--- config.mk ---
export PLATFORM = sky130hd
export DESIGN_NAME = alu_cmd_issuer
export DESIGN_NICKNAME = d
export VERILOG_FILES = /design/src/rtl/alu_pkg.sv /design/src/rtl/alu_cmd_fifo.sv /design/src/rtl/alu_cmd_issuer.sv
export SDC_FILE = /design/constraint.sdc
export NUM_CORES = 1
export LEC_CHECK = 0
export ABC_AREA = 1
export CAP_MARGIN = 0
export CORE_ASPECT_RATIO = 0.6
export CORE_MARGIN = 2
export CORE_UTILIZATION = 51
export CTS_BUF_LIST = sky130_fd_sc_hd__clkbuf_8
export DETAILED_ROUTE_END_ITERATION = 12
export HOLD_SLACK_MARGIN = 0.12
export PLACE_DENSITY = 0.78
export SYNTH_ARGS = -nofsm -noshare
export SYNTH_HDL_FRONTEND = slang
export SYNTH_SLANG_ARGS = --single-unit
--- constraint.sdc ---
create_clock -name clk -period 1.9 [get_ports clk]
set_input_delay 0.285 -clock clk [delete_from_list [all_inputs] [get_ports clk]]
set_output_delay 0.285 -clock clk [all_outputs]
set_load 0.01 [all_outputs]
--- src/rtl/alu_pkg.sv ---
`default_nettype none
// +----------------------------------------------------------------------+
// | alu_pkg : shared ALU opcode, command and issuer FSM state types       |
// | Revision: 1.0                                                         |
// +----------------------------------------------------------------------+
package alu_pkg;

  typedef enum logic [3:0] {
    ADD   = 4'd0,  SUB   = 4'd1,  MUL   = 4'd2,  DIV   = 4'd3,
    AND   = 4'd4,  OR    = 4'd5,  NAND  = 4'd6,  NOR   = 4'd7,
    INC_A = 4'd8,  DEC_A = 4'd9,  XOR   = 4'd10, SHR   = 4'd11,
    SHL   = 4'd12, ADDC  = 4'd13, SUBB  = 4'd14, INC_B = 4'd15
  } alu_op_e;

  localparam logic [3:0] OP_DIV = 4'b0011;

  // Opcode kept as raw bits so FIFO storage needs no enum casts.
  typedef struct packed {
    logic [3:0] opcode;
    logic [7:0] a;
    logic [7:0] b;
  } alu_cmd_t;

  typedef enum logic [1:0] {
    IDLE = 2'd0,
    WAIT = 2'd1,
    RESP = 2'd2
  } issuer_state_e;

endpackage
`default_nettype wire

--- src/rtl/alu_cmd_fifo.sv ---
`default_nettype none
// +----------------------------------------------------------------------+
// | alu_cmd_fifo : synchronous FIFO of alu_cmd_t entries with occupancy   |
// | Revision: 1.0                                                         |
// +----------------------------------------------------------------------+
module alu_cmd_fifo
  import alu_pkg::*;
#(
  parameter int DEPTH = 4
) (
  input  logic                     clk,
  input  logic                     rst_n,
  input  logic                     push,
  input  alu_cmd_t                 din,
  input  logic                     pop,
  output alu_cmd_t                 dout,
  output logic                     full,
  output logic                     empty,
  output logic [$clog2(DEPTH):0]   count
);

  localparam int c_aw = $clog2(DEPTH);

  alu_cmd_t           r_mem [DEPTH];
  logic [c_aw-1:0]    r_wr_ptr;
  logic [c_aw-1:0]    r_rd_ptr;
  logic [c_aw:0]      r_count;
  logic               w_do_push;
  logic               w_do_pop;

  assign full      = (r_count == (c_aw+1)'(DEPTH));
  assign empty     = (r_count == '0);
  assign count     = r_count;
  assign dout      = r_mem[r_rd_ptr];
  assign w_do_push = push & ~full;
  assign w_do_pop  = pop & ~empty;

  // Pointers are log2(DEPTH) wide, so increment wraps modulo DEPTH.
  always_ff @(posedge clk or negedge rst_n) begin
    if (!rst_n) begin
      r_wr_ptr <= '0;
      r_rd_ptr <= '0;
      r_count  <= '0;
    end else begin
      if (w_do_push) r_wr_ptr <= r_wr_ptr + 1'b1;
      if (w_do_pop)  r_rd_ptr <= r_rd_ptr + 1'b1;
      case ({w_do_push, w_do_pop})
        2'b10:   r_count <= r_count + 1'b1;
        2'b01:   r_count <= r_count - 1'b1;
        default: r_count <= r_count;
      endcase
    end
  end

  always_ff @(posedge clk) begin
    if (w_do_push) r_mem[r_wr_ptr] <= din;
  end

endmodule
`default_nettype wire

--- src/rtl/alu_cmd_issuer.sv ---
`default_nettype none
// +----------------------------------------------------------------------+
// | alu_cmd_issuer : queues ALU commands, issues one at a time, returns   |
// | results in order. Option: ALU_CMD_ISSUER_DIV0_CHECK_EN short-circuits |
// | divide-by-zero. Revision: 1.0                                         |
// +----------------------------------------------------------------------+
module alu_cmd_issuer #(
  parameter int DEPTH   = 4,
  parameter int ALU_LAT = 1
) (
  input  logic       clk,
  input  logic       rst_n,
  input  logic       cmd_valid,
  output logic       cmd_ready,
  input  logic [3:0] cmd_opcode,
  input  logic [7:0] cmd_a,
  input  logic [7:0] cmd_b,
  output logic [7:0] alu_a,
  output logic [7:0] alu_b,
  output logic [3:0] alu_opcode,
  input  logic [7:0] alu_out,
  output logic       rsp_valid,
  input  logic       rsp_ready,
  output logic [7:0] rsp_data,
  output logic [3:0] rsp_opcode,
  output logic       rsp_err,
  output logic       busy
);
  import alu_pkg::*;

  localparam int c_aw    = $clog2(DEPTH);
  localparam int c_cnt_w = (ALU_LAT > 1) ? $clog2(ALU_LAT + 1) : 1;

  alu_cmd_t            w_wr_cmd;
  alu_cmd_t            w_head;
  logic                w_full;
  logic                w_empty;
  logic [c_aw:0]       w_count;
  logic                w_push;
  logic                w_pop;
  logic                w_issue;
  logic                w_capture;
  logic                w_shortcut;
  logic                w_div0;
  issuer_state_e       r_state;
  issuer_state_e       w_next_state;
  logic [c_cnt_w-1:0]  r_cnt;

  assign w_wr_cmd  = '{opcode: cmd_opcode, a: cmd_a, b: cmd_b};
  assign cmd_ready = (w_count < (c_aw+1)'(DEPTH));
  assign w_push    = cmd_valid & cmd_ready;
  assign rsp_valid = (r_state == RESP);
  assign busy      = ~w_empty | (r_state != IDLE);

  alu_cmd_fifo #(.DEPTH(DEPTH)) u_fifo (
    .clk   (clk),
    .rst_n (rst_n),
    .push  (w_push),
    .din   (w_wr_cmd),
    .pop   (w_pop),
    .dout  (w_head),
    .full  (w_full),
    .empty (w_empty),
    .count (w_count)
  );

`ifdef ALU_CMD_ISSUER_DIV0_CHECK_EN
  assign w_div0 = (w_head.opcode == OP_DIV) && (w_head.b == 8'h00);
`else
  assign w_div0 = 1'b0;
`endif

  always_ff @(posedge clk or negedge rst_n) begin
    if (!rst_n) r_state <= IDLE;
    else        r_state <= w_next_state;
  end

  always_comb begin
    w_next_state = r_state;
    w_pop        = 1'b0;
    w_issue      = 1'b0;
    w_capture    = 1'b0;
    w_shortcut   = 1'b0;
    case (r_state)
      IDLE: begin
        if (!w_empty) begin
          w_pop = 1'b1;
          if (w_div0) begin
            w_shortcut   = 1'b1;
            w_next_state = RESP;
          end else begin
            w_issue      = 1'b1;
            w_next_state = WAIT;
          end
        end
      end
      WAIT: begin
        if (r_cnt == c_cnt_w'(1)) begin
          w_capture    = 1'b1;
          w_next_state = RESP;
        end
      end
      RESP: begin
        if (rsp_ready) w_next_state = IDLE;
      end
      default: w_next_state = IDLE;
    endcase
  end

  // ALU operands hold their last issued value between commands.
  always_ff @(posedge clk or negedge rst_n) begin
    if (!rst_n) begin
      alu_a      <= '0;
      alu_b      <= '0;
      alu_opcode <= '0;
      r_cnt      <= '0;
      rsp_data   <= '0;
      rsp_opcode <= '0;
    end else begin
      if (w_issue) begin
        alu_a      <= w_head.a;
        alu_b      <= w_head.b;
        alu_opcode <= w_head.opcode;
        r_cnt      <= c_cnt_w'(ALU_LAT);
      end else if (r_state == WAIT) begin
        r_cnt      <= r_cnt - 1'b1;
      end
      if (w_capture) begin
        rsp_data   <= alu_out;
        rsp_opcode <= alu_opcode;
      end else if (w_shortcut) begin
        rsp_data   <= 8'hFF;
        rsp_opcode <= OP_DIV;
      end
    end
  end

`ifdef ALU_CMD_ISSUER_DIV0_CHECK_EN
  logic r_err;
  always_ff @(posedge clk or negedge rst_n) begin
    if (!rst_n)          r_err <= 1'b0;
    else if (w_capture)  r_err <= 1'b0;
    else if (w_shortcut) r_err <= 1'b1;
  end
  assign rsp_err = r_err;
`else
  assign rsp_err = 1'b0;
`endif

endmodule
`default_nettype wire
# After elaboration in Yosys (flattened, before gate mapping)
# Memories as Yosys holds them, arrays and structs flattened. A register that Yosys moved wholly into a read port is not among the register bits.
# Cells that the tools add are included.
[op_classes]
n_div = 0
n_bitwise = 6
n_addsub = 5
n_mul = 0
n_shift = 0
n_reduce_logical = 7
n_mux = 15
order_cmp = 1
eq_ne = 8
[ops]
columns = ["op", "count"]
rows = [
  ["$mux W1", 8],
  ["$mux W8", 1],
  ["$mux W2", 3],
  ["$pmux W2 S3", 1],
  ["$pmux W3 S2", 1],
  ["$reduce_bool A2 Y1", 3],
  ["$add A2 B1 Y2 const B", 2],
  ["$eq A2 B1 Y1 const B", 2],
  ["$eq A2 B2 Y1 const B", 2],
  ["$mux W4", 1],
  ["$ne A2 B2 Y1 const B", 2],
  ["$add A3 B1 Y3 const B", 1],
  ["$and A1 B1 Y1", 3],
  ["$eq A3 B3 Y1 const B", 1],
  ["$logic_not A3 Y1", 1],
  ["$lt A3 B3 Y1 const B", 1],
  ["$reduce_and A3 Y1", 1],
  ["$sub A3 B1 Y3 const B", 1],
  ["$logic_not A2 Y1", 1],
  ["$ne A2 B1 Y1 const B", 1],
  ["$not A1 Y1", 2],
  ["$logic_not A1 Y1", 1],
  ["$or A1 B1 Y1", 1],
  ["$sub A1 B1 Y1 const B", 1],
]
[totals]
ram_bits = 80
n_memories = 1
mem_bits_ro = 0
output_inout_bits = 36
latch_bits = 0
in_bits = 32
wordCells = 50
regBits = 22
[mem_list]
columns = ["memory", "depth", "word_bits", "read_ports", "rd_clocked_by_memory_dff", "write_ports", "line_no", "source"]
rows = [
  ["u_fifo.r_mem", 4, 20, 1, 1, 1, "alu_cmd_fifo.sv:24", "alu_cmd_t r_mem [DEPTH];"],
]

# Logic depth before layout (Yosys ltp)
[depth]
ltp_word = 6
ltp_mapped = 12
depth_no_buf = 11

# Modules after synthesis
# Synthesis repeated with hierarchy kept, for this count alone.
[hier_totals]
cells_unflattened = 458
area_unflattened_um2 = 5165.0
[modules_own_cells]
columns = ["module", "seq_area_each_um2", "instances", "cells_each", "area_each_um2"]
rows = [
  ["alu_cmd_fifo", 2577.5, 1, 294, 3649.8],
  ["alu_cmd_issuer", 875.8, 1, 164, 1515.2],
]

# Least setup slack after synthesis
# Ideal clock, no wire load.
[synth_path]
path_kind = "register to register"
from = "reg u_fifo.r_wr_ptr[0]"
to = "mem u_fifo.r_mem[2][0] (netlist name) (enable)"
setup_ns = 0.397
path_stages_with_launch = 5
required_ns = 1.503
period_less_slack_ns = 1.925
arrival_time_ns = 1.528
n_path_buf = 0
setup_slack_ns = -0.025
cell_sequence = "dfrtp_1 inv_1 ha_1 inv_1 nor2_1"
[synth_lines]
columns = ["element", "line_no", "source"]
rows = [
  ["start, declared", "alu_cmd_fifo.sv:25", "logic [c_aw-1:0] r_wr_ptr;"],
  ["start signal, assigned", "alu_cmd_fifo.sv:45", "if (w_do_push) r_wr_ptr <= r_wr_ptr + 1'b1;"],
  ["end, declared", "alu_cmd_fifo.sv:24", ""],
]
# No word-level cell before the write port.

# Worst setup path after layout
[layout_path]
from = "reg r_state[0]"
to = "reg u_fifo.r_count[2], in the netlist u_fifo.count[2]"
[layout_via]
elab_chain_len = 5
word_cells_on_any_way = 7
cone_classes = "eq/ne (2); mux (2); bitwise (1); reduce/logical (2)"
[layout_lines]
columns = ["element", "line_no", "source"]
rows = [
  ["start, declared", "alu_cmd_issuer.sv:45", "issuer_state_e r_state;"],
  ["start signal, assigned", "alu_cmd_issuer.sv:75", "else r_state <= w_next_state;"],
  ["$logic_not A2 Y1 (*)", "alu_cmd_issuer.sv:84", "case (r_state)"],
  ["$mux W1 (*)", "alu_cmd_issuer.sv:84", ""],
  ["$and A1 B1 Y1 (*)", "alu_cmd_fifo.sv:36", "assign w_do_pop = pop & ~empty;"],
  ["$eq A2 B1 Y1 / $eq A2 B2 Y1 (equally long branches)", "alu_cmd_fifo.sv:47", "case ({w_do_push, w_do_pop})"],
  ["$pmux W3 S2 / $reduce_bool A2 Y1 (equally long branches)", "-", ""],
  ["end signal, assigned", "alu_cmd_fifo.sv:48", "2'b10: r_count <= r_count + 1'b1;"],
  ["end signal, assigned", "alu_cmd_fifo.sv:49", "2'b01: r_count <= r_count - 1'b1;"],
  ["end signal, assigned", "alu_cmd_fifo.sv:50", "default: r_count <= r_count;"],
  ["end, declared", "alu_cmd_fifo.sv:27", "logic [c_aw:0] r_count;"],
]
# Mark *: on every way between the ends. The rest lies on a longest branch, timed or not.
# A chain may end at the register's enable or synchronous reset.

==> results.cfg <==
[drt]
wl_met1_um = 4930
met3_length_um = 798
vias = 3553
detail_route.wl_per_cell_um = 14.3
topRoutingLayerUsed = met4
wl_met2_um = 4780
routed_wl_um = 10600
drc_errors = 0
vias_per_cell = 4.78
ant_nets = 0
drt_iter0_drc = 229
firstDrtPassIters = 5

[place]
dp_cells = 708
port_buffers = 66
place.gp.congestion = 0.751
dp_hpwl_um = 6810

[yosys]
yosys-mux-area-fraction = 0
synth_compound_area_frac = 0.00675
synth_xor_area_frac = 0.00844
yosysUniqueCellTypes = 26
ys_ff_latch = 122
synth_flop_cell = edfxtp_1
async_reset_ff_frac = 0.344
synth-edff-count = 80
synth_top_family_by_area = simple AND/OR/NAND/NOR gates
syn_area_per_cell_um2 = 10.1
synth_area_leaders = edfxtp_1 (46%), dfrtp_1 (20%), nand2_1 (14%), inv_1 (6.6%), nand3_1 (4.0%)
synth_fa_ha_area_frac = 0.0159
yosysTopAreaCell = edfxtp_1
synth_seq_area_share = 0.665
synth-simple-area-share = 0.203
synth_area_um2 = 5190
syn-num-nets = 552
yosysWarnings = 0
synth_top_area_frac = 0.463
synth_cells = 514

[layout]
drive_above_1_share = 0.117
final_cells = 743
n_antenna_cell = 0
area_growth_pct = 24.6
final_net_count = 633
utilization = 0.655

[critical_path]
r2r_cells = 9
end_kind = register
worst_path_largest_cell_delay_ps = 430
r2r_slack_ps = 100
r2r_start = r_state[0]$_DFFE_PN0P_
reg2reg_to = u_fifo.count[2]$_DFFE_PN0P_
cp.arrival_ps = 2120
crit_start = r_state[0]$_DFFE_PN0P_
worstSetupStartpointType = register
crit_path_top_delay_cell = dfrtp_2
crit_path_max_fanout = 2
crit_type = reg -> reg
critical_path.cell_chain = nor2_4 > nand2_4 > inv_4 > ha_1 > inv_1 > fa_2 > nand2_1 > nand3_1 > xor2_1
crit_required_ps = 2220

[clock_network]
cts_num_sinks = 122
cts_made_buffers = 17
cts_tree = yes
clk_pin_slew_worst_paths_ps = 70
ctsRootBufferMaster = clkbuf_8
htreeDepth = 4
clock_latency_ps = 430
ctsLongestPathBuffers = 2

[sta]
hold_viol_final = 0
fin_worst_skew_ps = 6.03
period_needed_ps = 1800
fin_tns_setup_ps = 0
finalSetupViolCount = 0
rsz0062_at_grt = no
finalCritPeriodShare = 0.947
drv_slew = 0
holdWs_ps = 340
clock.fmax_ghz = 0.556

[pwr]
pwr_density_cell_nw_per_um2 = 1570
leakagePower_uw = 0.00305
ir_worst_vdd_v = 0.000883

[grt]
first_global_vias = 3534
grt_pass1_wl_um = 17400
antenna_found_initial = 0
grt_util_all_layers = 0.213
grt-ovfl-total = 0
grt_start_max_net_pins = 42

[floorplan]
start_util = 0.525
io_pins = 68
die_w_um = 134
chipHeight_um = 82.2
core_um2 = 9880
dieArea_um2 = 11000
row_count = 28

[worst_hold_path]
hold_class = in -> async

[run]
drv_cap = 0

[run_status]
status = complete, no violations
-- how the worst max path moves through the flow --
stage	cells past startpoint	endpoint
6_report	9	u_fifo.count[2]$_DFFE_PN0P_
5_1_grt	10	u_fifo.count[2]$_DFFE_PN0P_
4_1_cts	10	u_fifo.count[2]$_DFFE_PN0P_
3_5_place_dp	8	u_fifo.count[2]$_DFFE_PN0P_
3_3_place_gp	8	u_fifo.count[2]$_DFFE_PN0P_
2_1_floorplan	4	u_fifo.r_mem[0][0]$_DFFE_PP_
-- what timing repair did --
item,4_1_cts,5_1_grt
pin swaps,0,0
resized for setup,3,3
endpoints found under the setup margin,3,1
hold buffers,1,0
hold endpoints to repair,17,0
setup buffers,1,1
-- layout by cell type (no fill, tap or decap), drive strengths merged --
master / synthesis / final
inv: 98 / 103
clkdlybuf4s50: 0 / 63
a21oi: 1 / 1
conb: 1 / 1
o21ai: 3 / 3
edfxtp: 80 / 80
fa: 1 / 1
o31ai: 2 / 2
nand3: 42 / 42
xor2: 3 / 3
nor2: 9 / 9
dlygate4sd2: 0 / 2
buf: 20 / 16
bufinv: 0 / 3
clkinv: 1 / 6
clkbuf: 0 / 18
clkinvlp: 0 / 1
xnor2: 2 / 2
nand2: 204 / 204
ha: 5 / 5
dfrtp: 42 / 42
dlygate4sd3: 0 / 1
-- cells in the mapped netlist (all sizes together), types with 2 or more instances --
cell      n
buf      20
dfrtp    42
edfxtp   80
ha        5
inv      98
nand2   204
nand3    42
nor2      9
o21ai     3
o31ai     2
xnor2     2
xor2      3
-- metal layers --
metal | track usage | vias to the layer above
met5 | 0 | -
met4 | 0.0695 | 0
met3 | 0.0757 | 18
met2 | 0.340 | 120
met1 | 0.277 | 1674
li1 | - | 1741
-- registers in the layout, indices dropped and copies added, names as in the netlist, 2 cells and up --
| register | cells |
|---|---|
| alu_a | 8 |
| alu_b | 8 |
| alu_opcode | 4 |
| r_state | 2 |
| rsp_data | 8 |
| rsp_opcode | 4 |
| u_fifo.count | 3 |
| u_fifo.r_mem | 80 |
| u_fifo.r_rd_ptr | 2 |
| u_fifo.r_wr_ptr | 2 |
-- worst max-delay path, delay by kind of cell, from the launching register on --
| kind | cells | cell delay, ps |
|---|---|---|
| and+or+nand+nor | 4 | 400 |
| xor gates and xnor gates | 1 | 140 |
| adders and majority gates | 2 | 580 |
| buffers and inverters | 2 | 150 |
| DFF | 1 | 430 |
-- area by class of cell --
class | instances | area, um^2
Timing Repair Buffer | 82 | 838
Fill cell | 784 | 3410
Clock buffer | 18 | 248
Multi-Input combinational cell | 273 | 1240
Clock inverter | 14 | 140
Tap cell | 135 | 169
Sequential cell | 122 | 3450
Inverter | 99 | 375
-- power breakdown --
part	leakage (uW)	switching, uW	internal [uW]
combinational	0.00159	2380	1660
clock	0.000216	964	1290
sequential	0.00124	335	3550
total	0.00305	3680	6490
-- logic make-up after synthesis --
| kind of cell | count (synthesis) |
|---|---|
| compound gates | 6 |
| xor+xnor | 5 |
| fa+ha+maj | 6 |
| buf+inv | 119 |
| flops | 122 |
| other cells | 1 |
| simple gates | 255 |
-- through the flow --
stage / setup WS (ps) / total power [uW] / area, um^2
final: 99.8 / 10200 / 6470
after global routing: 15.0 / 10900 / 6470
after CTS: 10.4 / 10200 / 6450
after detailed placement: -88.3 / 7910 / 6040
after global placement: 9.43 / 7720 / 6040
after floorplan: -24.6 / 6410 / 5190
Note: power is estimated with default switching activity, not from simulation.
